--- src/rtl/axi4_slave_read_data_channel.sv ---
// rtl/axi4_slave_read_data_channel.sv - AXI4 slave read-data responder (R channel)
//
// Purpose: takes the burst descriptor presented at the AR handshake. It walks
// the FIXED/INCR/WRAP address sequence, issues one synchronous memory read per
// beat, and returns RDATA/RID/RRESP/RLAST under RREADY backpressure.
//
// Optional macro: AXI_RD_PIPELINE_EN
//   defined   - the read for the next beat is issued in the same cycle as the
//               current beat's handshake, giving one beat per cycle.
//   undefined - every beat passes through R_FETCH, giving one beat per two
//               cycles. mem_rd_en never depends on rready.
//
// Ports:
//   clk, rst                 clock (rising edge) and async active-low reset
//   arvalid, arready         observed AR handshake
//   stored_ar*               burst descriptor, valid in the AR handshake cycle
//   busy                     high while a burst is in progress
//   mem_rd_en, mem_addr      synchronous memory read request
//   mem_rd_data              memory data, valid the cycle after mem_rd_en
//   rvalid, rready, rdata,
//   rid, rresp, rlast        AXI4 R channel
//   r_transfer_done          one-cycle pulse on the final beat handshake
module axi4_slave_read_data_channel #(
    parameter int DATA_WIDTH = 32,
    parameter int ADDR_WIDTH = 32,
    parameter int ID_WIDTH   = 4
) (
    input  logic                  clk,
    input  logic                  rst,
    input  logic                  arvalid,
    input  logic                  arready,
    input  logic [ADDR_WIDTH-1:0] stored_araddr,
    input  logic [ID_WIDTH-1:0]   stored_arid,
    input  logic [7:0]            stored_arlen,
    input  logic [2:0]            stored_arsize,
    input  logic [1:0]            stored_arburst,
    output logic                  busy,
    output logic                  mem_rd_en,
    output logic [ADDR_WIDTH-1:0] mem_addr,
    input  logic [DATA_WIDTH-1:0] mem_rd_data,
    output logic                  rvalid,
    input  logic                  rready,
    output logic [DATA_WIDTH-1:0] rdata,
    output logic [ID_WIDTH-1:0]   rid,
    output logic [1:0]            rresp,
    output logic                  rlast,
    output logic                  r_transfer_done
);

    localparam logic [1:0] R_IDLE  = 2'd0;
    localparam logic [1:0] R_FETCH = 2'd1;
    localparam logic [1:0] R_DATA  = 2'd2;

    localparam logic [1:0] BURST_FIXED = 2'b00;
    localparam logic [1:0] BURST_WRAP  = 2'b10;
    localparam logic [1:0] BURST_RSVD  = 2'b11;

    logic [1:0]            state_q,     state_d;
    logic [8:0]            beats_q,     beats_d;
    logic [ADDR_WIDTH-1:0] addr_q,      addr_d;
    logic [ADDR_WIDTH-1:0] wrap_base_q, wrap_base_d;
    logic [ADDR_WIDTH-1:0] container_q, container_d;
    logic [ID_WIDTH-1:0]   id_q,        id_d;
    logic [2:0]            size_q,      size_d;
    logic [1:0]            burst_q,     burst_d;

    logic                  ar_hs;
    logic                  rd_hs;
    logic                  last_beat;
    logic                  pipe_fetch;
    logic [ADDR_WIDTH-1:0] num_bytes;
    logic [ADDR_WIDTH-1:0] incr_addr;
    logic [ADDR_WIDTH-1:0] next_addr;
    logic [ADDR_WIDTH-1:0] ar_container;

    assign ar_hs     = arvalid && arready;
    assign rd_hs     = (state_q == R_DATA) && rready;
    assign last_beat = (beats_q == 9'd1);

    // The wrap window is (len+1) << size bytes. Its base is the start address
    // aligned down to that window; both are fixed for the life of the burst.
    assign ar_container = ADDR_WIDTH'({1'b0, stored_arlen} + 9'd1) << stored_arsize;

    assign num_bytes = ADDR_WIDTH'(1) << size_q;
    assign incr_addr = addr_q + num_bytes;

    // Reserved bursts fall through to the INCR step.
    // Equality (not >=) keeps the wrap test correct when the window ends at
    // the top of the address space and the sum rolls over to zero.
    always_comb begin
        next_addr = incr_addr;
        if (burst_q == BURST_FIXED) begin
            next_addr = addr_q;
        end else if (burst_q == BURST_WRAP && incr_addr == (wrap_base_q + container_q)) begin
            next_addr = wrap_base_q;
        end
    end

`ifdef AXI_RD_PIPELINE_EN
    // Prefetch the next beat while the current one is being accepted.
    assign pipe_fetch = rd_hs && !last_beat;
`else
    assign pipe_fetch = 1'b0;
`endif

    always_comb begin
        state_d     = state_q;
        beats_d     = beats_q;
        addr_d      = addr_q;
        wrap_base_d = wrap_base_q;
        container_d = container_q;
        id_d        = id_q;
        size_d      = size_q;
        burst_d     = burst_q;
        case (state_q)
            R_IDLE: begin
                if (ar_hs) begin
                    id_d        = stored_arid;
                    beats_d     = {1'b0, stored_arlen} + 9'd1;
                    size_d      = stored_arsize;
                    burst_d     = stored_arburst;
                    addr_d      = stored_araddr;
                    container_d = ar_container;
                    wrap_base_d = stored_araddr & ~(ar_container - ADDR_WIDTH'(1));
                    state_d     = R_FETCH;
                end
            end
            R_FETCH: begin
                state_d = R_DATA;
            end
            R_DATA: begin
                if (rd_hs) begin
                    if (last_beat) begin
                        state_d = R_IDLE;
                    end else begin
                        beats_d = beats_q - 9'd1;
                        addr_d  = next_addr;
`ifdef AXI_RD_PIPELINE_EN
                        state_d = R_DATA;
`else
                        state_d = R_FETCH;
`endif
                    end
                end
            end
            default: begin
                state_d = R_IDLE;
            end
        endcase
    end

    always_ff @(posedge clk or negedge rst) begin
        if (!rst) begin
            state_q     <= R_IDLE;
            beats_q     <= '0;
            addr_q      <= '0;
            wrap_base_q <= '0;
            container_q <= '0;
            id_q        <= '0;
            size_q      <= '0;
            burst_q     <= '0;
        end else begin
            state_q     <= state_d;
            beats_q     <= beats_d;
            addr_q      <= addr_d;
            wrap_base_q <= wrap_base_d;
            container_q <= container_d;
            id_q        <= id_d;
            size_q      <= size_d;
            burst_q     <= burst_d;
        end
    end

    assign busy            = (state_q != R_IDLE);
    assign rvalid          = (state_q == R_DATA);
    assign mem_rd_en       = (state_q == R_FETCH) || pipe_fetch;
    assign mem_addr        = pipe_fetch ? next_addr : addr_q;
    assign rdata           = rvalid ? mem_rd_data : '0;
    assign rid             = id_q;
    assign rresp           = (rvalid && burst_q == BURST_RSVD) ? 2'b10 : 2'b00;
    assign rlast           = rvalid && last_beat;
    assign r_transfer_done = rd_hs && last_beat;

endmodule

--- config.mk ---
export PLATFORM = sky130hd
export DESIGN_NAME = axi4_slave_read_data_channel
export DESIGN_NICKNAME = d
export VERILOG_FILES = /design/src/rtl/axi4_slave_read_data_channel.sv
export SDC_FILE = /design/constraint.sdc
export NUM_CORES = 1
export LEC_CHECK = 0
export ABC_AREA = 1
export CORE_ASPECT_RATIO = 2
export CORE_UTILIZATION = 35
export DETAILED_ROUTE_END_ITERATION = 7
export REMOVE_ABC_BUFFERS = 1
export SYNTH_ARGS = -nofsm -noshare
export SYNTH_HDL_FRONTEND = slang
export SYNTH_SLANG_ARGS = --single-unit
--- constraint.sdc ---
create_clock -name clk -period 4 [get_ports clk]
set_clock_uncertainty 0.2 [all_clocks]
set_input_delay 0.4 -clock clk [delete_from_list [all_inputs] [get_ports clk]]
set_output_delay 0.4 -clock clk [all_outputs]
set_load 0.005 [all_outputs]
### After elaboration in Yosys (flattened, before gate mapping)

Cells that the tools add are included.

| operators by class | value |
|---|---|
| add/subtract/negate cells | 6 |
| equal/unequal tests | 10 |
| shifts and indexed selects | 2 |
| muxes and demuxes | 16 |
| bitwise gates (word level) | 2 |
| reduce and logical (&&, ||, !) cells | 14 |

Operators by type and width:

| cell | number |
|---|---|
| two-way mux 32 bit | 6 |
| adder 32 bit | 2 |
| one-hot mux 32 bit (2 select lines) | 1 |
| bitwise AND 32 bit | 1 |
| == test 32 bit | 1 |
| inverter 32 bit | 1 |
| left shift 1 x 3 -> 32 bit (first input constant) | 1 |
| left shift 9 x 3 -> 32 bit | 1 |
| subtractor 32 x 1 -> 32 bit (second input constant) | 1 |
| two-way mux 9 bit | 3 |
| adder 8 x 1 -> 9 bit (second input constant) | 2 |
| one-hot mux 9 bit (2 select lines) | 1 |
| == test 9 x 1 -> 1 bit (second input constant) | 1 |
| subtractor 9 x 1 -> 9 bit (second input constant) | 1 |
| == test 2 bit (second input constant) | 3 |
| logical AND 1 bit | 6 |
| two-way mux 2 bit | 3 |
| != test 2 bit (second input constant) | 3 |
| one-hot mux 2 bit (3 select lines) | 1 |
| AND reduction 5 bit | 1 |
| logical NOT 2 bit | 2 |
| AND reduction 2 bit | 2 |
| AND reduction 4 bit | 1 |
| nonzero test 2 bit | 2 |
| 3 further kinds | 3 |

| word-level totals | value |
|---|---|
| flip-flop bits (word level) | 116 |
| input port bits | 86 |
| output and inout bits | 75 |
| word-level logic and storage cells | 58 |

### Depth between registers and ports, before layout

Gate-level depths: netlist of run 1.

| depth | value |
|---|---|
| depth after elaboration | 9 |
| depth in mapped cells | 23 |
| mapped depth without buffers | 22 |

### Worst setup path before layout of run 1

No wires, ideal clock.

| path | value |
|---|---|
| path kind | reg2reg |
| start | register size_q[1] |
| end | register addr_q[23] (netlist: mem_addr[23]) |
| library setup time | 0.122 ns |
| arrival time | 2.671 ns |
| data required time | 3.678 ns |
| slack | 1.007 ns |
| stages on the path, launching flop included | 20 |
| path buffers | 1 |
| period minus slack after synthesis | 2.993 ns |
| cells stage by stage | dfrtp_1 -> nor3_1 -> ha_1 -> fa_1 -> nand2_1 -> nand2_1 -> nand3_1 -> nand2_2 -> nand2_1 -> nand2_1 -> xor2_1 -> nand2_1 -> nand2_1 -> nor2_1 -> nand3_1 -> nor2_4 -> buf_2 -> nand3_1 -> nand3_1 -> a21oi_1 |

| between the ends | value |
|---|---|
| longest elaborated chain between the ends | 9 |

RTL lines:

| element | RTL line | source |
|---|---|---|
| start, declared | 64 | `logic [2:0] size_q, size_d;` |
| start signal, assigned | 169 | `size_q <= size_d;` |
| left shift 1 x 3 -> 32 bit * | 84 | `assign num_bytes = ADDR_WIDTH'(1) << size_q;` |
| adder 32 bit * | 85 | `assign incr_addr = addr_q + num_bytes;` |
| == test 32 bit | 94 | `end else if (burst_q == BURST_WRAP && incr_addr == (wrap_base_q + container_q)) begin` |
| logical AND 1 bit | 94 |  |
| two-way mux 32 bit * | 94 |  |
| two-way mux 32 bit * | 92 | `if (burst_q == BURST_FIXED) begin` |
| two-way mux 32 bit * | 133 | `if (last_beat) begin` |
| two-way mux 32 bit * | 132 | `if (rd_hs) begin` |
| one-hot mux 32 bit (2 select lines) * | 115 | `case (state_q)` |
| end signal, assigned | 165 | `addr_q <= addr_d;` |
| end, declared | 60 | `logic [ADDR_WIDTH-1:0] addr_q, addr_d;` |

Every way passes the cells marked *; elsewhere a longest branch is shown, timed or not. The select of a mux whose other input is x is not followed.
A chain may end at the register's enable or synchronous reset.

### Worst setup path in the final report of run 1

| path | value |
|---|---|
| start | register size_q[2] |
| end | register addr_q[11] (netlist: mem_addr[11]) |

Same word-level chain as after synthesis.

==> results.yml, run 1 <==
status:
  outcome: "completed"
timing:
  fmax_mhz: 267
  worst_hold_slack_ns: 0.280
  hold_viol_final: 0
  maxSlewViolCount: 0
  min_period_ns: 3.75
  worst_pin_slew_ns: 0.807
  finalCritPeriodShare_pct: 93.7
  setup_violations: 0
  slew_headroom_pct: 46.2
final_layout:
  multi_input_area_sq_mm: 0.00625
  drive_gt1_share_pct: 5.53
  final_cells: 2292
  fillers: 3074
  mostFrequentLayoutCell: "nand2_1"
  final_nets: 2048
  utilization_pct: 44.8
  seq_area_sq_mm: 0.00251
  final_cell_mix: "nand2_1, inv_1, nand3_1"
  antenna_cells: 0
  syn_to_final_growth_pct: 26.0
floorplan:
  die_h_microns: 241
  num_rows: 87
  core_sq_mm: 0.0282
  die-area_sq_mm: 0.0293
  die_w_microns: 122
  io_pins: 161
  start_util_pct: 35.5
detailed_routing:
  ant_nets: 0
  first_pass_iters: 5
  vias_per_cell: 5.24
  routed_wl_microns: 43800
  routed-via-count: 12000
  drt_iter0_drc: 735
  post-route-drc-count: 0
  wire_per_inst_microns: 19.1
power_and_ir_drop:
  vdd_drop_max_mv: 0.431
  p_leak_nw: 6.82
  power_density_mw_per_mm2: 747
critical_path:
  worstPathArrival_ns: 3.82
  regToRegStartpoint: "size_q[2]"
  r2r_end: "mem_addr[11]"
  max_stage_delay_ns: 0.44
  crit_slowest_cell: "dfrtp_2"
  r2r_setup_slack_ns: 0.25
  start_kind: "flip-flop"
  critPathKind: "reg2reg"
  cp_common_cell: "nand2_1"
  worst-path-max-fanout: 13
  cp.required_ns: 4.07
  worstPathCellList: "inv_1 > nor3_1 > ha_1 > nand2_1 > nor2_1 > nand2_1 > nor2_1 > nand2_1 > nand2_1 > nand2_1 > nand2_1 > inv_1 > nand2_1 > nand2_1 > nor2_1 > nand3_1 > nor2_4 > buf_4 > nand3_1 > nand3_1 > a21oi_1"
  reg2reg_depth: 21
  critPathCaptureType: "flip-flop"
logic_synthesis:
  synth_area_sq_mm: 0.0100
  synth_enable_flop_cells: 0
  synth_flop_cell: "dfrtp_1"
  yosys_warnings: 0
  synthArstFlopShare_pct: 100
  syn_area_per_cell_sq_um: 5.67
  ys_ff_latch: 100
  synthCells: 1767
  synth-seq-area-share_pct: 25.0
  yosys.cell_types.count: 43
cts:
  cts.sinks: 100
  clk_latency_ns: 0.39
  clk_path_buf_depth: 2
  cts_buffers: 9
  htree_levels: 3
  clk_pin_slew_ns: 0.08
  cts_root_buffer: "clkbuf_16"
  cts_tree: "done"
hold_path:
  hold_start: "rid[2]"
  whs_path_depth: 2
  hold_class: "reg2reg"
  whs_endpoint: "rid[2]"
job:
  cap_violations: 0
place:
  io_buffers: 159
  place_congestion: 1.06
  place_inst: 2273
  dp_hpwl_microns: 35400
global_route:
  grt_start_max_net_pins: 65
  grt_pass1_vias: 11600
  antenna_found_initial: 0
  track_usage_pct: 30.4
  overflow: 0
  grt_pass1_wl_microns: 64600
## critical path: cells and delay by family, from the launching register on
kind                       cells  cell delay (ns)
DFF                            1             0.44
buffers and inverters          3             0.49
AOI/OAI and AO/OA              1             0.06
and+or+nand+nor               16             2.03
adders and majority gates      1             0.38
## repair_timing
action                                  in CTS  in global routing
setup buffers                                0                  2
endpoints found under the hold margin       41                  0
hold buffers                                 1                  0
endpoints found under the setup margin       0                 32
resized for setup                            0                 26
## report_power, final
part	leakage, nW	total [mW]	switching, mW	internal (mW)
Combinational	5.46	6.32	4.01	2.31
Clock	0.154	0.999	0.483	0.516
Sequential	1.20	2.11	0.624	1.48
Total	6.82	9.43	5.12	4.31
## routing by layer
metal	part of all wire, %	GRT usage, %	vias up
met5	0	0	-
met4	11	31.7	0
met3	4.7	4.94	189
met2	52	55.2	440
met1	32	27.3	5528
li1	-	-	5863
## how the worst max path moves through the flow
stage               cells past startpoint       startpoint         endpoint
finish                                 21        size_q[2]     mem_addr[11]
global route                           23        size_q[2]      mem_addr[9]
CTS                                    21        size_q[1]     mem_addr[29]
detailed placement                     18  stored_arlen[0]  wrap_base_q[15]
global placement                       18  stored_arlen[0]  wrap_base_q[15]
floorplan                               7       state_q[1]      mem_addr[0]
## per-stage QoR
stage | setup WS, ns | power (mW) | area, sq um | setup TNS, ns
6_report | 0.253 | 9.43 | 12600 | 0
5_1_grt | -0.00559 | 10.2 | 12600 | -0.00559
4_1_cts | 0.148 | 9.28 | 12500 | 0
3_5_place_dp | -0.0312 | 8.25 | 12200 | -0.0312
3_3_place_gp | -0.0147 | 8.19 | 12200 | -0.0147
2_1_floorplan | -0.430 | 5.66 | 9800 | -14.85
## sequential cells by signal, summed over array words and instances, names as in the netlist
name / cells
burst_q: 2
beats_q: 9
container_q: 16
state_q: 2
size_q: 3
mem_addr: 32
rid: 4
wrap_base_q: 32
## layout make-up
cell class	instances	share of cell area [%]
Inverter	308	9.16
Sequential cell	100	19.9
Timing Repair Buffer	202	15.5
Clock inverter	6	0.614
Tap cell	356	3.53
Clock buffer	10	1.89
Multi-Input combinational cell	1310	49.5
## cell usage after synthesis, types with 5 or more instances
library cell | count | area (sq um)
o22ai_1 | 7 | 43.8
xor2_1 | 20 | 175
clkbuf_1 | 32 | 120
buf_2 | 7 | 35.0
a21oi_1 | 80 | 400
nor2_1 | 153 | 574
nand2_2 | 5 | 31.3
and2_1 | 5 | 31.3
o21ai_1 | 6 | 30.0
ha_1 | 29 | 363
o21bai_1 | 5 | 37.5
o21ai_0 | 69 | 345
nor2_2 | 6 | 37.5
o211ai_1 | 5 | 37.5
nand3_1 | 226 | 1130
xnor2_1 | 8 | 70.1
nand4_1 | 32 | 200
dfrtp_1 | 100 | 2500
inv_1 | 307 | 1150
nor3_1 | 20 | 100
nand2_1 | 606 | 2270
## kinds of logic after synthesis
group           after synthesis  synth area share [%]
compound gates              176                  9.28
flops                       100                  25.0
buf+inv                     357                  13.8
xor+xnor                     29                  2.61
fa+ha+maj                    31                  4.02
other cells                   1                0.0374
simple gates               1073                  45.3
Note: power is estimated with default switching activity, not from simulation.
==> run 2, diff against run 1 <==
- CTS_BUF_LIST: not set -> sky130_fd_sc_hd__clkbuf_8
- REMOVE_ABC_BUFFERS: 1 -> not set
==> run 2 against run 1 <==
  * Sequential share of layout area increased by 0.66 points
  * Non-clock buffer count decreased by 24
  * Utilization decreased by 1.5 points
  * Power decreased by 5.7%
  * Worst hold slack got worse by 0.033 ns
  * Register-to-register slack about the same
  * Critical path depth decreased by 1
  * Critical path type unchanged
  * Largest cell class unchanged
==> results.yml, run 2 (synthesis gave the netlist of run 1 again) <==
status:
  outcome: "completed"
place:
  place_inst: 2251
  dp_hpwl_microns: 35200
  place_congestion: 0.995
  io_buffers: 159
timing:
  setup_violations: 0
  maxSlewViolCount: 0
  worst_hold_slack_ns: 0.247
  min_period_ns: 3.74
  worst_pin_slew_ns: 0.712
  finalCritPeriodShare_pct: 93.4
  slew_headroom_pct: 52.5
  hold_viol_final: 0
  fmax_mhz: 268
  fin_setup_tns_ns: 0
detailed_routing:
  routed_wl_microns: 43600
  wire_per_inst_microns: 19.2
  drt_iter0_drc: 929
  ant_nets: 0
  post-route-drc-count: 0
  routed-via-count: 11900
  vias_per_cell: 5.26
  first_pass_iters: 8
floorplan:
  core_sq_mm: 0.0282
  io_pins: 161
  die_w_microns: 122
  die-area_sq_mm: 0.0293
  die_h_microns: 241
  start_util_pct: 35.5
  num_rows: 87
global_route:
  antenna_found_initial: 0
  grt_pass1_wl_microns: 64500
  overflow: 0
  grt_busiest_layer: "met2"
  grt_start_max_net_pins: 65
  grt_use_met3_pct: 3.48
  grtUsageMet2_pct: 56.4
  track_usage_pct: 30.4
  met1_usage_pct: 27.5
  grt_pass1_vias: 11600
final_layout:
  final_nets: 2024
  utilization_pct: 43.3
  mostFrequentLayoutCell: "nand2_1"
  final_cell_mix: "nand2_1, inv_1, nand3_1"
  fillers: 3099
  drive_gt1_share_pct: 3.61
  syn_to_final_growth_pct: 21.9
  final_cells: 2268
cts:
  clk_latency_ns: 0.45
  clk_path_buf_depth: 2
  cts_root_buffer: "clkbuf_8"
  htree_levels: 3
  cts_buffers: 9
  clk_pin_slew_ns: 0.12
  cts_tree: "done"
  cts.sinks: 100
  postCtsSetupRepairBufs: 0
critical_path:
  worstPathArrival_ns: 3.87
  critPathCaptureType: "flip-flop"
  start_kind: "flip-flop"
  regToRegStartpoint: "container_q[0]"
  reg2reg_depth: 20
  critPathKind: "reg2reg"
  worst-path-max-fanout: 10
  r2r_setup_slack_ns: 0.26
  cp.required_ns: 4.13
  r2r_end: "mem_addr[30]"
power_and_ir_drop:
  power_switching_mw: 5.02
  combPwrFrac_pct: 69.0
  vdd_drop_max_mv: 0.506
  finalPower_mw: 8.89
  seq_power_share_pct: 23.4
  switching_share_pct: 56.5
  p_leak_nw: 6.62
  p_int_mw: 3.87
  power_density_mw_per_mm2: 728
  clkPwrFrac_pct: 7.6
job:
  cap_violations: 0
hold_path:
  hold_class: "in2async"
logic_synthesis:
  synthesis.nets: 1884
-- run 2: cell count changes in the layout (fill, tap and decap cells not counted), moves of 3 or more --
cell / delta
buf_4: -23
clkbuf_16: -9
clkbuf_8: +9
nand2_4: -3
nand3_1: +3
nand3_2: -3
nor2_1: +3
-- run 2: layer usage --
metal | wire length [microns] | up-vias
li1 | - | 5811
met2 | 22800 | 494
met3 | 2040 | 183
met4 | 4890 | 0
met1 | 13800 | 5439
met5 | 0 | -
-- run 2: how the worst max path moves through the flow --
stage	start	endpoint	slack [ns]
floorplan	size_q[1]	mem_addr[23]	1.01
global placement	stored_arlen[0]	wrap_base_q[15]	0.13
detailed placement	stored_arlen[0]	wrap_base_q[15]	0.11
CTS	size_q[1]	mem_addr[28]	0.23
global route	size_q[2]	mem_addr[0]	-0.002
finish	container_q[0]	mem_addr[30]	0.26
-- run 2: critical path, stage by stage (launching register included) --
cell and delay, ns:
dfrtp_1 0.37, ha_1 0.26, inv_1 0.08, fa_1 0.43
inv_1 0.13, nand3_1 0.08, nand2_1 0.15, nand3_1 0.11
nand3b_1 0.22, nand2_1 0.10, nand2_1 0.07, nand2_1 0.06
nand3_1 0.07, nand2_1 0.20, nor2_1 0.19, nand3_1 0.14
nor2_4 0.15, nand2_4 0.12, nand2_1 0.09, nand3_1 0.08
a21oi_2 0.30
-- run 2: per-stage QoR --
stage | cell area, sq um | setup slack [ns]
2_1_floorplan | 10000 | 1.01
3_3_place_gp | 12000 | 0.130
3_5_place_dp | 12000 | 0.110
4_1_cts | 12200 | 0.226
5_1_grt | 12200 | -0.00229
6_report | 12200 | 0.262
-- run 2: final cells by class --
class                           count  area [sq um]  share of cell area (%)
Antenna cell                        1          2.50                  0.0205
Clock buffer                       10           138                    1.13
Clock inverter                      5          37.5                   0.307
Inverter                          308          1160                    9.47
Multi-Input combinational cell   1310          6180                    50.6
Sequential cell                   100          2500                    20.5
Tap cell                          356           445                    3.65
Timing Repair Buffer              178          1750                    14.3
-- run 2: power by group through the flow --
| stage | registers [mW] | clock network (mW) | logic, mW |
|---|---|---|---|
| global placement | 2.07 | 0 | 5.97 |
| CTS | 2.07 | 0.696 | 6.04 |
| detailed placement | 2.08 | 0 | 6.02 |
| finish | 2.08 | 0.679 | 6.13 |
| global route | 2.13 | 0.720 | 6.79 |
| floorplan | 1.86 | 0 | 3.84 |
-- run 2: timing repair --
action                                 CTS  global route
endpoints found under the hold margin   32             0
setup endpoints to repair                0            32
resized for setup                        0             9
hold buffers                             1             0
